### config.mk
export PLATFORM = sky130hd
export DESIGN_NAME = wb_serializer_sched_flat
export DESIGN_NICKNAME = d
export VERILOG_FILES = /design/src/rtl/wb_serializer_sched_pkg.sv /design/src/rtl/wb_serializer_sched_if.sv /design/src/rtl/wb_ser_fifo.sv /design/src/rtl/wb_serializer_sched.sv /design/src/flat_wrapper.sv
export SDC_FILE = /design/constraint.sdc
export NUM_CORES = 1
export LEC_CHECK = 0
export CORE_UTILIZATION = 55
export CTS_BUF_LIST = sky130_fd_sc_hd__clkbuf_4
export CTS_CLUSTER_SIZE = 12
export DETAILED_ROUTE_END_ITERATION = 16
export PLACE_DENSITY = 0.79
export SYNTH_ARGS = -nofsm -noshare
export SYNTH_HDL_FRONTEND = slang
export SYNTH_SLANG_ARGS = --single-unit
### constraint.sdc
create_clock -name CLK_I -period 9.67 [get_ports CLK_I]
set_input_delay 1.934 -clock CLK_I [delete_from_list [all_inputs] [get_ports CLK_I]]
set_output_delay 1.934 -clock CLK_I [all_outputs]
set_load 0.1 [all_outputs]
### src/rtl/wb_serializer_sched_pkg.sv
// rtl/wb_serializer_sched_pkg.sv - shared types, register map and bit indices for wb_serializer_sched
package WBSerSched;

    // Register addresses, decoded from ADR_I[2:0]
    localparam logic [2:0] ADR_CTRL   = 3'd0;
    localparam logic [2:0] ADR_TXDATA = 3'd1;
    localparam logic [2:0] ADR_STATUS = 3'd2;
    localparam logic [2:0] ADR_IDLE   = 3'd3;
    localparam logic [2:0] ADR_TXCNT  = 3'd4;
    localparam logic [2:0] ADR_CLR    = 3'd5;

    // CTRL bit indices
    localparam int CTRL_EN         = 0;
    localparam int CTRL_IDLE_FILL  = 1;
    localparam int CTRL_IRQ_EN     = 2;
    localparam int CTRL_FLUSH      = 3;
    localparam int CTRL_LOW_WM_LSB = 8;

    // STATUS bit indices (also used by CLR for the sticky bits)
    localparam int ST_BUSY      = 0;
    localparam int ST_EMPTY     = 1;
    localparam int ST_FULL      = 2;
    localparam int ST_OVF       = 3;
    localparam int ST_UNR       = 4;
    localparam int ST_LEVEL_LSB = 16;

    typedef enum logic [1:0] {S_IDLE, S_START, S_WAIT} sched_state_t;

    typedef logic [26:0] frame_t;

    // Three K28.5 commas
    localparam frame_t IDLE_DEFAULT = {3{9'h1BC}};

endpackage

### src/rtl/wb_serializer_sched_if.sv
// rtl/wb_serializer_sched_if.sv - Wishbone slave bus bundle for wb_serializer_sched
// Ports: CYC_I/STB_I/WE_I/ADR_I/DAT_I driven by the master; ACK_O/ERR_O/DAT_O driven by the slave.
interface wb_serializer_sched_if;
    logic        CYC_I;
    logic        STB_I;
    logic        WE_I;
    logic [31:0] ADR_I;
    logic [31:0] DAT_I;
    logic        ACK_O;
    logic        ERR_O;
    logic [31:0] DAT_O;

    modport slave (
        input  CYC_I, STB_I, WE_I, ADR_I, DAT_I,
        output ACK_O, ERR_O, DAT_O
    );

    modport master (
        output CYC_I, STB_I, WE_I, ADR_I, DAT_I,
        input  ACK_O, ERR_O, DAT_O
    );
endinterface

### src/rtl/wb_ser_fifo.sv
// rtl/wb_ser_fifo.sv - synchronous frame FIFO with flush and level
// Ports: clk/rst (sync active-high); push/wr_data, pop/rd_data (show-ahead), flush; full, empty, level.
module wb_ser_fifo #(
    parameter int  DEPTH = 8,
    parameter type T     = logic [26:0],
    localparam int AW    = $clog2(DEPTH),
    localparam int LW    = AW + 1
) (
    input  logic          clk,
    input  logic          rst,
    input  logic          push,
    input  T              wr_data,
    input  logic          pop,
    output T              rd_data,
    input  logic          flush,
    output logic          full,
    output logic          empty,
    output logic [LW-1:0] level
);
    T              mem_q [DEPTH];
    logic [AW-1:0] wr_ptr_q, wr_ptr_d;
    logic [AW-1:0] rd_ptr_q, rd_ptr_d;
    logic [LW-1:0] level_q, level_d;
    logic          do_push, do_pop;

    assign full  = (level_q == LW'(DEPTH));
    assign empty = (level_q == '0);
    assign level = level_q;
    assign rd_data = mem_q[rd_ptr_q];

    // A push while full is dropped even if a pop frees a slot in the same cycle.
    assign do_push = push && !full;
    assign do_pop  = pop && !empty;

    always_comb begin
        wr_ptr_d = wr_ptr_q;
        rd_ptr_d = rd_ptr_q;
        level_d  = level_q;
        if (flush) begin
            wr_ptr_d = '0;
            rd_ptr_d = '0;
            level_d  = '0;
        end else begin
            // Pointers are AW bits wide, so +1 wraps modulo DEPTH.
            if (do_push) wr_ptr_d = wr_ptr_q + 1'b1;
            if (do_pop)  rd_ptr_d = rd_ptr_q + 1'b1;
            level_d = level_q + LW'(do_push) - LW'(do_pop);
        end
    end

    always_ff @(posedge clk) begin
        if (rst) begin
            wr_ptr_q <= '0;
            rd_ptr_q <= '0;
            level_q  <= '0;
        end else begin
            wr_ptr_q <= wr_ptr_d;
            rd_ptr_q <= rd_ptr_d;
            level_q  <= level_d;
        end
    end

    always_ff @(posedge clk) begin
        if (do_push && !flush) mem_q[wr_ptr_q] <= wr_data;
    end
endmodule

### src/rtl/wb_serializer_sched.sv
// rtl/wb_serializer_sched.sv - Wishbone-programmed frame scheduler feeding one serializer
// Ports: CLK_I, RST_I (sync active-high); wb (Wishbone slave, combinational ACK/ERR/DAT_O);
//        ser_start_o/ser_data_o/ser_done_i serializer handshake; irq_o low-watermark level.
module wb_serializer_sched
    import WBSerSched::*;
#(
    parameter int     FIFO_DEPTH = 8,
    parameter frame_t IDLE_RST   = IDLE_DEFAULT
) (
    input  logic                   CLK_I,
    input  logic                   RST_I,
    wb_serializer_sched_if.slave   wb,
    output logic                   ser_start_o,
    output frame_t                 ser_data_o,
    input  logic                   ser_done_i,
    output logic                   irq_o
);
    localparam int LW = $clog2(FIFO_DEPTH) + 1;

    // Bus decode
    logic        req, map_ok, wr, rd;
    logic [2:0]  adr;
    logic [31:0] rdata;
    logic        unused_bits;

    // Registers
    logic         enable_q, enable_d;
    logic         idle_fill_q, idle_fill_d;
    logic         irq_en_q, irq_en_d;
    logic [7:0]   low_wm_q, low_wm_d;
    frame_t       idle_q, idle_d;
    logic [31:0]  txcnt_q, txcnt_d;
    logic         ovf_q, ovf_d;
    logic         unr_q, unr_d;

    // FIFO and scheduler
    logic          fifo_push, fifo_pop, fifo_flush, fifo_full, fifo_empty;
    logic [LW-1:0] fifo_level;
    frame_t        fifo_rd;
    sched_state_t  state_q;
    frame_t        frame_q;
    logic          is_data_q, start_q;
    logic          load_idle, underrun_evt, done_cnt;

    assign adr         = wb.ADR_I[2:0];
    assign req         = wb.CYC_I && wb.STB_I;
    assign unused_bits = ^{wb.ADR_I[31:3], wb.DAT_I[31:27]};

    always_comb begin
        map_ok = 1'b0;
        case (adr)
            ADR_CTRL, ADR_IDLE, ADR_TXCNT: map_ok = 1'b1;
            ADR_TXDATA, ADR_CLR:           map_ok = wb.WE_I;
            ADR_STATUS:                    map_ok = !wb.WE_I;
            default:                       map_ok = 1'b0;
        endcase
    end

    assign wb.ACK_O = req && map_ok;
    assign wb.ERR_O = req && !map_ok;
    assign wr = wb.ACK_O && wb.WE_I;
    assign rd = wb.ACK_O && !wb.WE_I;

    always_comb begin
        rdata = '0;
        case (adr)
            ADR_CTRL: begin
                rdata[CTRL_EN]        = enable_q;
                rdata[CTRL_IDLE_FILL] = idle_fill_q;
                rdata[CTRL_IRQ_EN]    = irq_en_q;
                rdata[CTRL_LOW_WM_LSB +: 8] = low_wm_q;
            end
            ADR_STATUS: begin
                rdata[ST_BUSY]  = (state_q != S_IDLE);
                rdata[ST_EMPTY] = fifo_empty;
                rdata[ST_FULL]  = fifo_full;
                rdata[ST_OVF]   = ovf_q;
                rdata[ST_UNR]   = unr_q;
                rdata[ST_LEVEL_LSB +: 8] = 8'(fifo_level);
            end
            ADR_IDLE:  rdata = 32'(idle_q);
            ADR_TXCNT: rdata = txcnt_q;
            default:   rdata = '0;
        endcase
    end

    assign wb.DAT_O = rd ? rdata : 32'h0;

    assign fifo_push  = wr && (adr == ADR_TXDATA);
    assign fifo_flush = wr && (adr == ADR_CTRL) && wb.DAT_I[CTRL_FLUSH];

    wb_ser_fifo #(.DEPTH(FIFO_DEPTH), .T(frame_t)) u_fifo (
        .clk     (CLK_I),
        .rst     (RST_I),
        .push    (fifo_push),
        .wr_data (wb.DAT_I[26:0]),
        .pop     (fifo_pop),
        .rd_data (fifo_rd),
        .flush   (fifo_flush),
        .full    (fifo_full),
        .empty   (fifo_empty),
        .level   (fifo_level)
    );

    assign fifo_pop  = (state_q == S_IDLE) && enable_q && !fifo_empty;
    assign load_idle = (state_q == S_IDLE) && enable_q && fifo_empty && idle_fill_q;
    // is_data_q is cleared when underrun fires, so a drained queue flags it only once.
    assign underrun_evt = (state_q == S_IDLE) && enable_q && !idle_fill_q && fifo_empty && is_data_q;
    assign done_cnt     = (state_q == S_WAIT) && ser_done_i && is_data_q;

    always_comb begin
        enable_d    = enable_q;
        idle_fill_d = idle_fill_q;
        irq_en_d    = irq_en_q;
        low_wm_d    = low_wm_q;
        idle_d      = idle_q;
        txcnt_d     = txcnt_q;
        ovf_d       = ovf_q;
        unr_d       = unr_q;
        if (wr && adr == ADR_CTRL) begin
            enable_d    = wb.DAT_I[CTRL_EN];
            idle_fill_d = wb.DAT_I[CTRL_IDLE_FILL];
            irq_en_d    = wb.DAT_I[CTRL_IRQ_EN];
            low_wm_d    = wb.DAT_I[CTRL_LOW_WM_LSB +: 8];
        end
        if (wr && adr == ADR_IDLE) idle_d = wb.DAT_I[26:0];
        if (wr && adr == ADR_TXCNT) txcnt_d = '0;
        else if (done_cnt)          txcnt_d = txcnt_q + 32'd1;
        if (wr && adr == ADR_CLR && wb.DAT_I[ST_OVF]) ovf_d = 1'b0;
        if (wr && adr == ADR_CLR && wb.DAT_I[ST_UNR]) unr_d = 1'b0;
        if (fifo_push && fifo_full) ovf_d = 1'b1;
        if (underrun_evt)           unr_d = 1'b1;
    end

    always_ff @(posedge CLK_I) begin
        if (RST_I) begin
            enable_q    <= 1'b0;
            idle_fill_q <= 1'b0;
            irq_en_q    <= 1'b0;
            low_wm_q    <= '0;
            idle_q      <= IDLE_RST;
            txcnt_q     <= '0;
            ovf_q       <= 1'b0;
            unr_q       <= 1'b0;
        end else begin
            enable_q    <= enable_d;
            idle_fill_q <= idle_fill_d;
            irq_en_q    <= irq_en_d;
            low_wm_q    <= low_wm_d;
            idle_q      <= idle_d;
            txcnt_q     <= txcnt_d;
            ovf_q       <= ovf_d;
            unr_q       <= unr_d;
        end
    end

    // Scheduler; start_q is high exactly for the S_START cycle.
    always_ff @(posedge CLK_I) begin
        if (RST_I) begin
            state_q   <= S_IDLE;
            frame_q   <= '0;
            is_data_q <= 1'b0;
            start_q   <= 1'b0;
        end else begin
            start_q <= 1'b0;
            case (state_q)
                S_IDLE: begin
                    if (fifo_pop) begin
                        frame_q   <= fifo_rd;
                        is_data_q <= 1'b1;
                        start_q   <= 1'b1;
                        state_q   <= S_START;
                    end else if (load_idle) begin
                        frame_q   <= idle_q;
                        is_data_q <= 1'b0;
                        start_q   <= 1'b1;
                        state_q   <= S_START;
                    end else if (underrun_evt) begin
                        is_data_q <= 1'b0;
                    end
                end
                S_START: state_q <= S_WAIT;
                S_WAIT:  if (ser_done_i) state_q <= S_IDLE;
                default: state_q <= S_IDLE;
            endcase
        end
    end

    assign ser_start_o = start_q;
    assign ser_data_o  = frame_q;
    assign irq_o       = irq_en_q && (9'(fifo_level) <= {1'b0, low_wm_q});
endmodule

### src/flat_wrapper.sv
// flat-port wrapper written by rule: the top's interface ports become plain ports
module wb_serializer_sched_flat import WBSerSched::*;
#(
    parameter int     FIFO_DEPTH = 8,
    parameter frame_t IDLE_RST   = IDLE_DEFAULT
)
  (CLK_I, RST_I, ser_start_o, ser_data_o, ser_done_i, irq_o, wb_CYC_I, wb_STB_I, wb_WE_I, wb_ADR_I, wb_DAT_I, wb_ACK_O, wb_ERR_O, wb_DAT_O);
  wb_serializer_sched_if wb_i ();
  input  logic CLK_I;
  input  logic RST_I;
  output logic ser_start_o;
  output frame_t ser_data_o;
  input  logic ser_done_i;
  output logic irq_o;
  input wire logic [$bits(wb_i.CYC_I)-1:0] wb_CYC_I;
  input wire logic [$bits(wb_i.STB_I)-1:0] wb_STB_I;
  input wire logic [$bits(wb_i.WE_I)-1:0] wb_WE_I;
  input wire logic [$bits(wb_i.ADR_I)-1:0] wb_ADR_I;
  input wire logic [$bits(wb_i.DAT_I)-1:0] wb_DAT_I;
  output wire logic [$bits(wb_i.ACK_O)-1:0] wb_ACK_O;
  output wire logic [$bits(wb_i.ERR_O)-1:0] wb_ERR_O;
  output wire logic [$bits(wb_i.DAT_O)-1:0] wb_DAT_O;
  assign wb_i.CYC_I = wb_CYC_I;
  assign wb_i.STB_I = wb_STB_I;
  assign wb_i.WE_I = wb_WE_I;
  assign wb_i.ADR_I = wb_ADR_I;
  assign wb_i.DAT_I = wb_DAT_I;
  assign wb_ACK_O = wb_i.ACK_O;
  assign wb_ERR_O = wb_i.ERR_O;
  assign wb_DAT_O = wb_i.DAT_O;
  wb_serializer_sched #(.FIFO_DEPTH(FIFO_DEPTH), .IDLE_RST(IDLE_RST)) u_core (.CLK_I(CLK_I), .RST_I(RST_I), .wb(wb_i), .ser_start_o(ser_start_o), .ser_data_o(ser_data_o), .ser_done_i(ser_done_i), .irq_o(irq_o));
endmodule
==> out/results.ini, run 1 <==
[run_status]
status=complete, no violations

[cts]
cts_buffers=84
max-clock-path-buffers=3
htree_num_levels=3
cts_hold_buf=0
cts_setup_buffers=0
clockRootBuffer=clkbuf_4
cts.repair.resized=0
cts_sinks=332
clk_pin_slew_worst_paths_ps=60
clock_latency_ps=700
cts_tree=done

[setup_path]
endpoint_kind=primary output
crit_path_end=wb_DAT_O[25]
critPathArrivalTime_ps=6080
r2r_slack_ps=6310
cp-start-kind=input pin
rr_startpoint=u_core.u_fifo.level[2]$_SDFF_PP0_
crit_path_start=wb_ADR_I[0]
r2r_cells=7
cp.required_ps=7740
r2r_end=u_core.u_fifo.mem_q[6][8]$_DFFE_PP_
critPathMaxFanout=24
worst-setup-path-type=in -> out

[sta]
hold_violations=0
fmax_mhz=125
fin_crit_sh_pct=82.9
maxSlewViolCount=0
relSlewSlack_pct=14.3
fin_tns_setup_ps=0
layout_min_cycle_time_ps=8010
hold-worst-slack_ps=463
finalSetupViolCount=0
rsz0062_at_grt=no
tightest_slew_ps=1290
fin_skew_ps=40.6

[job]
drv_cap=0

[pwr]
power_density_nw_per_um2=173
ir_worst_vdd_uv=125
p_leak_uw=0.00536

[place]
io_buffers=98
dp_hpwl_um=21100
dp_cells=1514
gp_congestion=0.886

[finish]
drive_gt1_share_pct=18.6
nets=1360
fin_cells=1672
synthToLayoutAreaGrowth_pct=17.8
seqCellArea_sq_um=8810
fill_cells=1826
multi_input_area_sq_um=4760

[synthesis]
syn_area_sq_um=13900
synth-simple-area-share_pct=13.4
synth_xor_area_share_pct=2.02
synthesis.nets=1226
ys_warn_count=0
synthFlopType=edfxtp_1
async_flop_share_pct=0
yosysSeqAreaShare_pct=63.6
yosys.area_share.adder_pct=1.32
synth_compound_area_share_pct=7.91
synth_area_per_cell_sq_um=12.1
synthMuxAreaShare_pct=9.27
ys_types=50
synth_edf_count=216
synth_top_family_by_area=simple AND/OR/NAND/NOR gates
ys_ff_latch=332
syn_inst=1142

[die]
die-area_sq_um=25800
initial_core_util_pct=56.5
coreArea_sq_um=24500
fp-row-count=57
ioPinCount=133
die_width_um=161
die_h_um=161

[detailed_routing]
dr.pass1.iters=6
drt_iter0_markers=937
vias=9939
ant_nets=0
drc_errors=0
viasPerCell=5.94
routed_wl_um=34600
post_drt_wl_per_cell_um=20.7

[global_route]
grt_first_pass_wirelength_um=52700
grt_max_degree=74
gr-total-overflow=0
grtUsageTotal_pct=26.9
grt_pass1_vias=9597
antenna_found_initial=1

[worst_hold_path]
min_path_type=reg -> reg

## metrics by stage
step	util, %	area [sq um]	setup WS, ps	total power [uW]
after floorplan	-	13900	3280	1580
after global placement	61.8	15200	1830	1620
after detailed placement	61.8	15200	1740	1620
after CTS	66.5	16300	1750	2840
after global routing	66.5	16300	1420	2920
final	66.5	16300	1660	2820
## power by group
group | switching, uW | internal (uW)
Clock | 549 | 681
Sequential | 2.88 | 1510
Combinational | 51.4 | 23.8
Total | 603 | 2210
## logic make-up after synthesis
kind of cell,Yosys count
AO/OA/AOI/OAI,162
buffers and inverters,89
AND/OR/NAND/NOR,392
multiplexers,121
flip-flops,332
adder cells (fa/ha/maj),14
XOR/XNOR,32
## worst max-delay path, stage by stage
cell and delay [ps]:
clkdlybuf4s50_1 780, nor2_1 780, and2_0 970, a22oi_1 250
nor2_1 160, clkdlybuf4s50_1 1180
## registers in the layout, summed over array words and instances (netlist names), named ones only
signal                  count
u_core.low_wm_q             8
u_core.idle_fill_q          1
u_core.unr_q                1
u_core.u_fifo.level         4
u_core.ovf_q                1
u_core.u_fifo.rd_ptr_q      3
u_core.irq_en_q             1
u_core.state_q              2
u_core.ser_data_o          27
u_core.ser_start_o          1
u_core.txcnt_q             32
u_core.idle_q              27
u_core.u_fifo.mem_q       216
u_core.u_fifo.wr_ptr_q      3
u_core.is_data_q            1
u_core.enable_q             1
## worst min path at each step
stage | from | to | slack, ps | depth (start not counted)
final | u_core.low_wm_q[2]$_SDFFE_PP0N_ | u_core.low_wm_q[2]$_SDFFE_PP0N_ | 460 | 2
after CTS | u_core.low_wm_q[2]$_SDFFE_PP0N_ | u_core.low_wm_q[2]$_SDFFE_PP0N_ | 460 | 2
after global routing | u_core.low_wm_q[3]$_SDFFE_PP0N_ | u_core.low_wm_q[3]$_SDFFE_PP0N_ | 480 | 2
after detailed placement | u_core.low_wm_q[2]$_SDFFE_PP0N_ | u_core.low_wm_q[2]$_SDFFE_PP0N_ | 450 | 2
after global placement | u_core.low_wm_q[3]$_SDFFE_PP0N_ | u_core.low_wm_q[3]$_SDFFE_PP0N_ | 440 | 2
after floorplan | u_core.low_wm_q[1]$_SDFFE_PP0N_ | u_core.low_wm_q[1]$_SDFFE_PP0N_ | 440 | 2
## area by class of cell
| class | instances | share of cell area (%) |
|---|---|---|
| flip-flops and latches | 332 | 54.0 |
| diodes | 1 | 0.0153 |
| clock buffers | 140 | 6.44 |
| repair buffers | 118 | 6.90 |
| inverters | 19 | 0.437 |
| well taps | 324 | 2.48 |
| multi-input cells | 721 | 29.1 |
| clock inverters | 17 | 0.621 |
## synth_stat cells, types with 2 or more instances
cell type    n  area [sq um]
xnor2_1     19           166
nor2_1     119           447
ha_1        13           163
or4_1        3          22.5
clkbuf_1    54           203
nand4_1     13          81.3
nand3_1     17          85.1
or3_1        4          25.0
nor3b_1      3          22.5
nor2b_1      4          25.0
mux2i_1     62           621
a22oi_1     18           135
nor3_1      63           315
nand2_1    109           409
and4_1       3          26.3
a21oi_1     41           205
a22o_1      27           236
a21o_1       2          15.0
xor2_1      13           114
nor4_2       2          25.0
a221oi_1     2          17.5
a211oi_1    27           203
o21ai_0     10          50.1
buf_2       15          75.1
nand3b_1    19           143
and3_1       6          37.5
dfxtp_1    116          2320
nor4_1      12          75.1
mux2_2      59           664
edfxtp_1   216          6490
nand2b_1     7          43.8
or3b_2       2          17.5
o22ai_1     27           169
inv_1       19          71.3
## placed cells by master (no fill, tap or decap), types with 41 or more instances in the layout
cell	synthesis	routed
nor2_1	119	111
mux2i_1	62	62
clkdlybuf4s50_1	0	97
a21oi_1	41	41
nand2_1	109	109
mux2_2	59	59
nor3_1	63	60
edfxtp_1	216	216
clkbuf_4	0	140
dfxtp_1	116	115
## layer usage
| layer | vias to the layer above | global-route usage [%] | part of all wire, % |
|---|---|---|---|
| met1 | 4814 | 34.8 | 40 |
| met3 | 76 | 4.52 | 7.7 |
| met2 | 500 | 43.9 | 48 |
| li1 | 4549 | - | - |
| met4 | 0 | 13.6 | 3.8 |
| met5 | - | 0 | 0 |
Note: power is estimated with default switching activity, not from simulation.
==> run 2, diff against run 1 <==
Clock period 9.67 ns to 7.7 ns, I/O delays scaled along.
==> run 2 against run 1 <==
Compared with the run above: sequential share of layout area up 0.31 points; final area down 0.57%; setup slack better by 96 ps; clock power up 25%; flip-flop and latch count unchanged; non-clock buffer count up 2.
==> out/results.ini, run 2 (synthesis gave the netlist of run 1 again) <==
[pwr]
p_leak_uw=0.00540  ; was 0.00536 uW
power_density_nw_per_um2=218  ; was 173 nW/um^2
ir_worst_vdd_uv=138  ; was 125 uV

[detailed_routing]
drt_iter0_markers=795  ; was 937
post_drt_wl_per_cell_um=20.3  ; was 20.7 um
dr.pass1.iters=5  ; was 6
viasPerCell=5.91  ; was 5.94
routed_wl_um=33700  ; was 34600 um
ant_nets=0  ; unchanged
drc_errors=0  ; unchanged
vias=9845  ; was 9939

[finish]
nets=1359  ; was 1360
design_area_sq_um=16200  ; was 16300 sq um
synthToLayoutAreaGrowth_pct=17.2  ; was 17.8%
drive_gt1_share_pct=20.8  ; was 18.6%
largest_reg_flops=216  ; unchanged
largest-register=u_core.u_fifo.mem_q  ; unchanged
fin_cells=1665  ; was 1672
mostFrequentLayoutCell=edfxtp_1  ; unchanged
final_cell_mix=edfxtp_1 (216), clkbuf_4 (135), dfxtp_1 (115)  ; was edfxtp_1 (216), clkbuf_4 (140), dfxtp_1 (115)
fill_cells=1812  ; was 1826
top_regs=u_core.u_fifo.mem_q x216, u_core.txcnt_q x32  ; unchanged

[cts]
clock_latency_ps=700  ; about the same
cts_hold_buf=0  ; unchanged
max-clock-path-buffers=3  ; unchanged
cts_buffers=81  ; was 84
cts_tree=done  ; unchanged
clk_pin_slew_worst_paths_ps=60  ; about the same
cts_sinks=332  ; unchanged
htree_num_levels=3  ; unchanged
clockRootBuffer=clkbuf_4  ; unchanged
cts_setup_buffers=0  ; unchanged
cts.repair.resized=0  ; unchanged

[die]
die_width_um=161  ; unchanged
die-area_sq_um=25800  ; unchanged
initial_core_util_pct=56.5  ; unchanged
coreArea_sq_um=24500  ; unchanged
die_h_um=161  ; unchanged
fp-row-count=57  ; unchanged
ioPinCount=133  ; unchanged

[sta]
tightest_slew_ps=1240  ; was 1290 ps
fmax_mhz=168
fin_skew_ps=52.7  ; was 40.6 ps
layout_setup_ws_ps=1750  ; was 1660 ps
fin_crit_sh_pct=77.2
fin_tns_setup_ps=0  ; unchanged
hold_violations=0  ; unchanged
layout_min_cycle_time_ps=5950
relSlewSlack_pct=17.1  ; was 14.3%
maxSlewViolCount=0  ; unchanged
finalSetupViolCount=0  ; unchanged
rsz0062_at_grt=no  ; unchanged

[setup_path]
critPathArrivalTime_ps=4410  ; was 6080 ps
critPathMaxFanout=16  ; was 24
cp.required_ps=6160  ; was 7740 ps
cp-start-kind=input pin  ; unchanged
worst-setup-path-type=in -> out  ; unchanged
endpoint_kind=primary output  ; unchanged

[global_route]
gr-total-overflow=0  ; unchanged
grt_first_pass_wirelength_um=53000  ; was 52700 um
grt_max_degree=74  ; unchanged
grt_pass1_vias=9739  ; was 9597
antenna_found_initial=1  ; unchanged
grtUsageTotal_pct=26.7  ; was 26.9%

[place]
placed_area_sq_um=15100  ; was 15200 sq um
place_ws_ps=1810  ; was 1740 ps
dp_cells=1516  ; was 1514
gp_congestion=0.915  ; was 0.886
dp_hpwl_um=21100  ; about the same
io_buffers=98  ; unchanged

[job]
drv_cap=0  ; unchanged

[run_status]
status=complete, no violations  ; unchanged

[worst_hold_path]
min_path_type=reg -> reg  ; unchanged

-- run 2: cell count changes in the layout (fill, tap and decap cells not counted), sizes merged --
cell           previous run  this run
clkinvlp                  0         1
clkdlybuf4s50            97        65
clkinv                   12         8
buf                      21        55
bufinv                    1         2
clkbuf                  140       135
inv                      23        21
-- run 2: per-layer routing --
| layer | up-vias | wire [um] | global-route usage [%] |
|---|---|---|---|
| li1 | 4544 | - | - |
| met1 | 4814 | 13700 | 34.3 |
| met2 | 413 | 16700 | 44.3 |
| met3 | 74 | 2230 | 4.39 |
| met4 | 0 | 1100 | 12.6 |
| met5 | - | 0 | 0 |
-- run 2: final cells by class --
| class | count | area [sq um] | share of cell area (%) |
|---|---|---|---|
| multi-input combinational | 721 | 4750 | 29.3 |
| tap | 324 | 405 | 2.50 |
| clock buffer | 135 | 1010 | 6.24 |
| antenna | 1 | 2.50 | 0.0154 |
| clock inverter | 13 | 115 | 0.709 |
| inverter | 19 | 71.3 | 0.439 |
| timing repair buffer | 120 | 1060 | 6.54 |
| sequential | 332 | 8810 | 54.3 |
-- run 2: final timing paths --
kind	startpoint	endpoint	slack (ps)	depth (start not counted)
max	wb_ADR_I[0]	wb_ERR_O	1750	5
min	u_core.low_wm_q[1]$_SDFFE_PP0N_	u_core.low_wm_q[1]$_SDFFE_PP0N_	460	2
max reg2reg	u_core.u_fifo.level[2]$_SDFF_PP0_	u_core.u_fifo.mem_q[0][7]$_DFFE_PP_	4110	7
min reg2reg	u_core.low_wm_q[1]$_SDFFE_PP0N_	u_core.low_wm_q[1]$_SDFFE_PP0N_	460	2
-- run 2: stage by stage --
stage | power [uW] | utilization [%] | hold WS (ps)
finish | 3540 | 66.2 | 463
global route | 3670 | 66.2 | 483
CTS | 3560 | 66.2 | 458
detailed placement | 2030 | 61.6 | 449
global placement | 2030 | 61.6 | 447
floorplan | 1980 | - | 436
-- run 2: critical path, stage by stage --
cell and delay (ps):
clkdlybuf4s50_1 960, nand2b_1 300, o21ai_0 280, nor2b_1 170, clkdlybuf4s50_1 1150
-- run 2: report_power, final --
part	leakage (uW)	internal [uW]	switching [uW]
Sequential	0.00288	1900	3.46
Combinational	0.00185	30.2	64.3
Clock	0.000676	858	686
==> run 3, diff against run 2 <==
Clock period 7.7 ns to 6.1 ns, I/O delays scaled along.
==> run 3 against run 2 <==
Compared with the run above: sequential share of layout area decreased by 1.4 points; flip-flop and latch count unchanged; core utilization increased by 1.8 points; critical path depth increased by 2; combinational power increased by 30%; final area increased by 2.7%; setup slack got worse by 640 ps; final cell count increased by 0.66%; largest power group unchanged; highest routed layer unchanged.
==> out/results.ini, run 3 (synthesis gave the netlist of run 1 again) <==
[finish]
drive_gt1_share_pct=21.4  ; was 20.8%
synthToLayoutAreaGrowth_pct=20.3  ; was 17.2%
largest-register=u_core.u_fifo.mem_q  ; unchanged
nets=1368  ; was 1359
final_cell_mix=edfxtp_1 (216), clkbuf_4 (138), dfxtp_1 (115)  ; was edfxtp_1 (216), clkbuf_4 (135), dfxtp_1 (115)
mostFrequentLayoutCell=edfxtp_1  ; unchanged
top_regs=u_core.u_fifo.mem_q x216, u_core.txcnt_q x32  ; unchanged
largest_reg_flops=216  ; unchanged

[cts]
cts.repair.resized=0  ; unchanged
max-clock-path-buffers=3  ; unchanged
clockRootBuffer=clkbuf_4  ; unchanged
cts_buffers=83  ; was 81
cts_setup_buffers=0  ; unchanged
clock_latency_ps=700  ; about the same
clk_pin_slew_worst_paths_ps=60  ; about the same
cts_tree=done  ; unchanged
cts_sinks=332  ; unchanged
htree_num_levels=3  ; unchanged
cts_hold_buf=0  ; unchanged

[sta]
fmax_mhz=201
hold_violations=0  ; unchanged
fin_skew_ps=28.0  ; was 52.7 ps
tightest_slew_ps=1210  ; was 1240 ps
finalSetupViolCount=0  ; unchanged
fin_tns_setup_ps=0  ; unchanged
maxSlewViolCount=0  ; unchanged
relSlewSlack_pct=19.3  ; was 17.1%
layout_min_cycle_time_ps=4990
fin_crit_sh_pct=81.7
rsz0062_at_grt=no  ; unchanged

[setup_path]
cp.required_ps=4880  ; was 6160 ps
worst-setup-path-type=in -> out  ; unchanged
critPathMaxFanout=16  ; unchanged
endpoint_kind=primary output  ; unchanged
critPathArrivalTime_ps=3770  ; was 4410 ps
cp-start-kind=input pin  ; unchanged

[place]
gp_congestion=0.894  ; was 0.915
dp_hpwl_um=21500  ; was 21100 um
io_buffers=98  ; unchanged

[die]
die_width_um=161  ; unchanged
ioPinCount=133  ; unchanged
fp-row-count=57  ; unchanged
die-area_sq_um=25800  ; unchanged
die_h_um=161  ; unchanged
coreArea_sq_um=24500  ; unchanged
initial_core_util_pct=56.5  ; unchanged

[detailed_routing]
wl_met2_um=16700  ; about the same
dr.pass1.iters=5  ; unchanged
drc_errors=0  ; unchanged
top_layer=met4  ; unchanged
post_drt_wl_per_cell_um=20.6  ; was 20.3 um
routed_wl_um=34500  ; was 33700 um
met1_length_um=14000  ; was 13700 um
viasPerCell=5.94  ; was 5.91
wl_met3_um=2520  ; was 2230 um
ant_nets=0  ; unchanged
drt_iter0_markers=832  ; was 795
vias=9948  ; was 9845

[global_route]
grt_first_pass_wirelength_um=53700  ; was 53000 um
grt_pass1_vias=9818  ; was 9739
grtUsageTotal_pct=27.1  ; was 26.7%
antenna_found_initial=1  ; unchanged
gr-total-overflow=0  ; unchanged
grt_max_degree=74  ; unchanged

[pwr]
ir_worst_vdd_uv=199  ; was 138 uV
p_leak_uw=0.00552  ; was 0.00540 uW
p_total_uw=4450  ; was 3540 uW
power_density_nw_per_um2=267  ; was 218 nW/um^2

[job]
drv_cap=0  ; unchanged

[run_status]
status=complete, no violations  ; unchanged

[worst_hold_path]
min_path_type=reg -> reg  ; unchanged

-- run 3: path summary, 6_finish.rpt --
path	end	from	slack, ps	cells after the start
worst max-delay path	wb_DAT_O[0]	wb_ADR_I[0]	1110	7
worst min register to register	u_core.low_wm_q[3]$_SDFFE_PP0N_	u_core.low_wm_q[3]$_SDFFE_PP0N_	460	2
worst min-delay path	u_core.low_wm_q[3]$_SDFFE_PP0N_	u_core.low_wm_q[3]$_SDFFE_PP0N_	460	2
worst max register to register	u_core.u_fifo.mem_q[4][26]$_DFFE_PP_	u_core.u_fifo.level[2]$_SDFF_PP0_	2710	7
-- run 3: stage by stage --
stage	cell area, sq um	util (%)	setup slack, ps	hold WS [ps]	std cells
after floorplan	13900	-	1130	436	1142
after global placement	15500	63.3	1190	445	1523
after detailed placement	15500	63.3	1110	447	1523
after CTS	16700	67.9	1200	456	1675
after global routing	16700	67.9	1020	494	1676
final	16700	67.9	1110	459	1676
-- run 3: area by class of cell --
class | count | area, sq um
fill | 1751 | 7870
clock inverter | 14 | 88.8
sequential | 332 | 8810
tap | 324 | 405
antenna | 1 | 2.50
multi-input combinational | 721 | 4750
clock buffer | 138 | 1040
timing repair buffer | 127 | 1500
inverter | 19 | 71.3
-- run 3: critical path: stages --
cell,delay (ps)
clkdlybuf4s50_1,950
inv_1,130
nor2_1,590
buf_4,320
a221oi_1,130
nor2_1,220
buf_12,200
-- run 3: where the power goes --
part | switching, uW | internal, uW
logic | 82.3 | 40.7
clock network | 873 | 1060
registers | 4.42 | 2390
total | 960 | 3490
-- run 3: per-layer routing --
metal / vias to the layer above / global-route usage [%]
met5: - / 0
met3: 85 / 5.11
li1: 4540 / -
met1: 4864 / 35.5
met2: 459 / 43.4
met4: 0 / 13.8
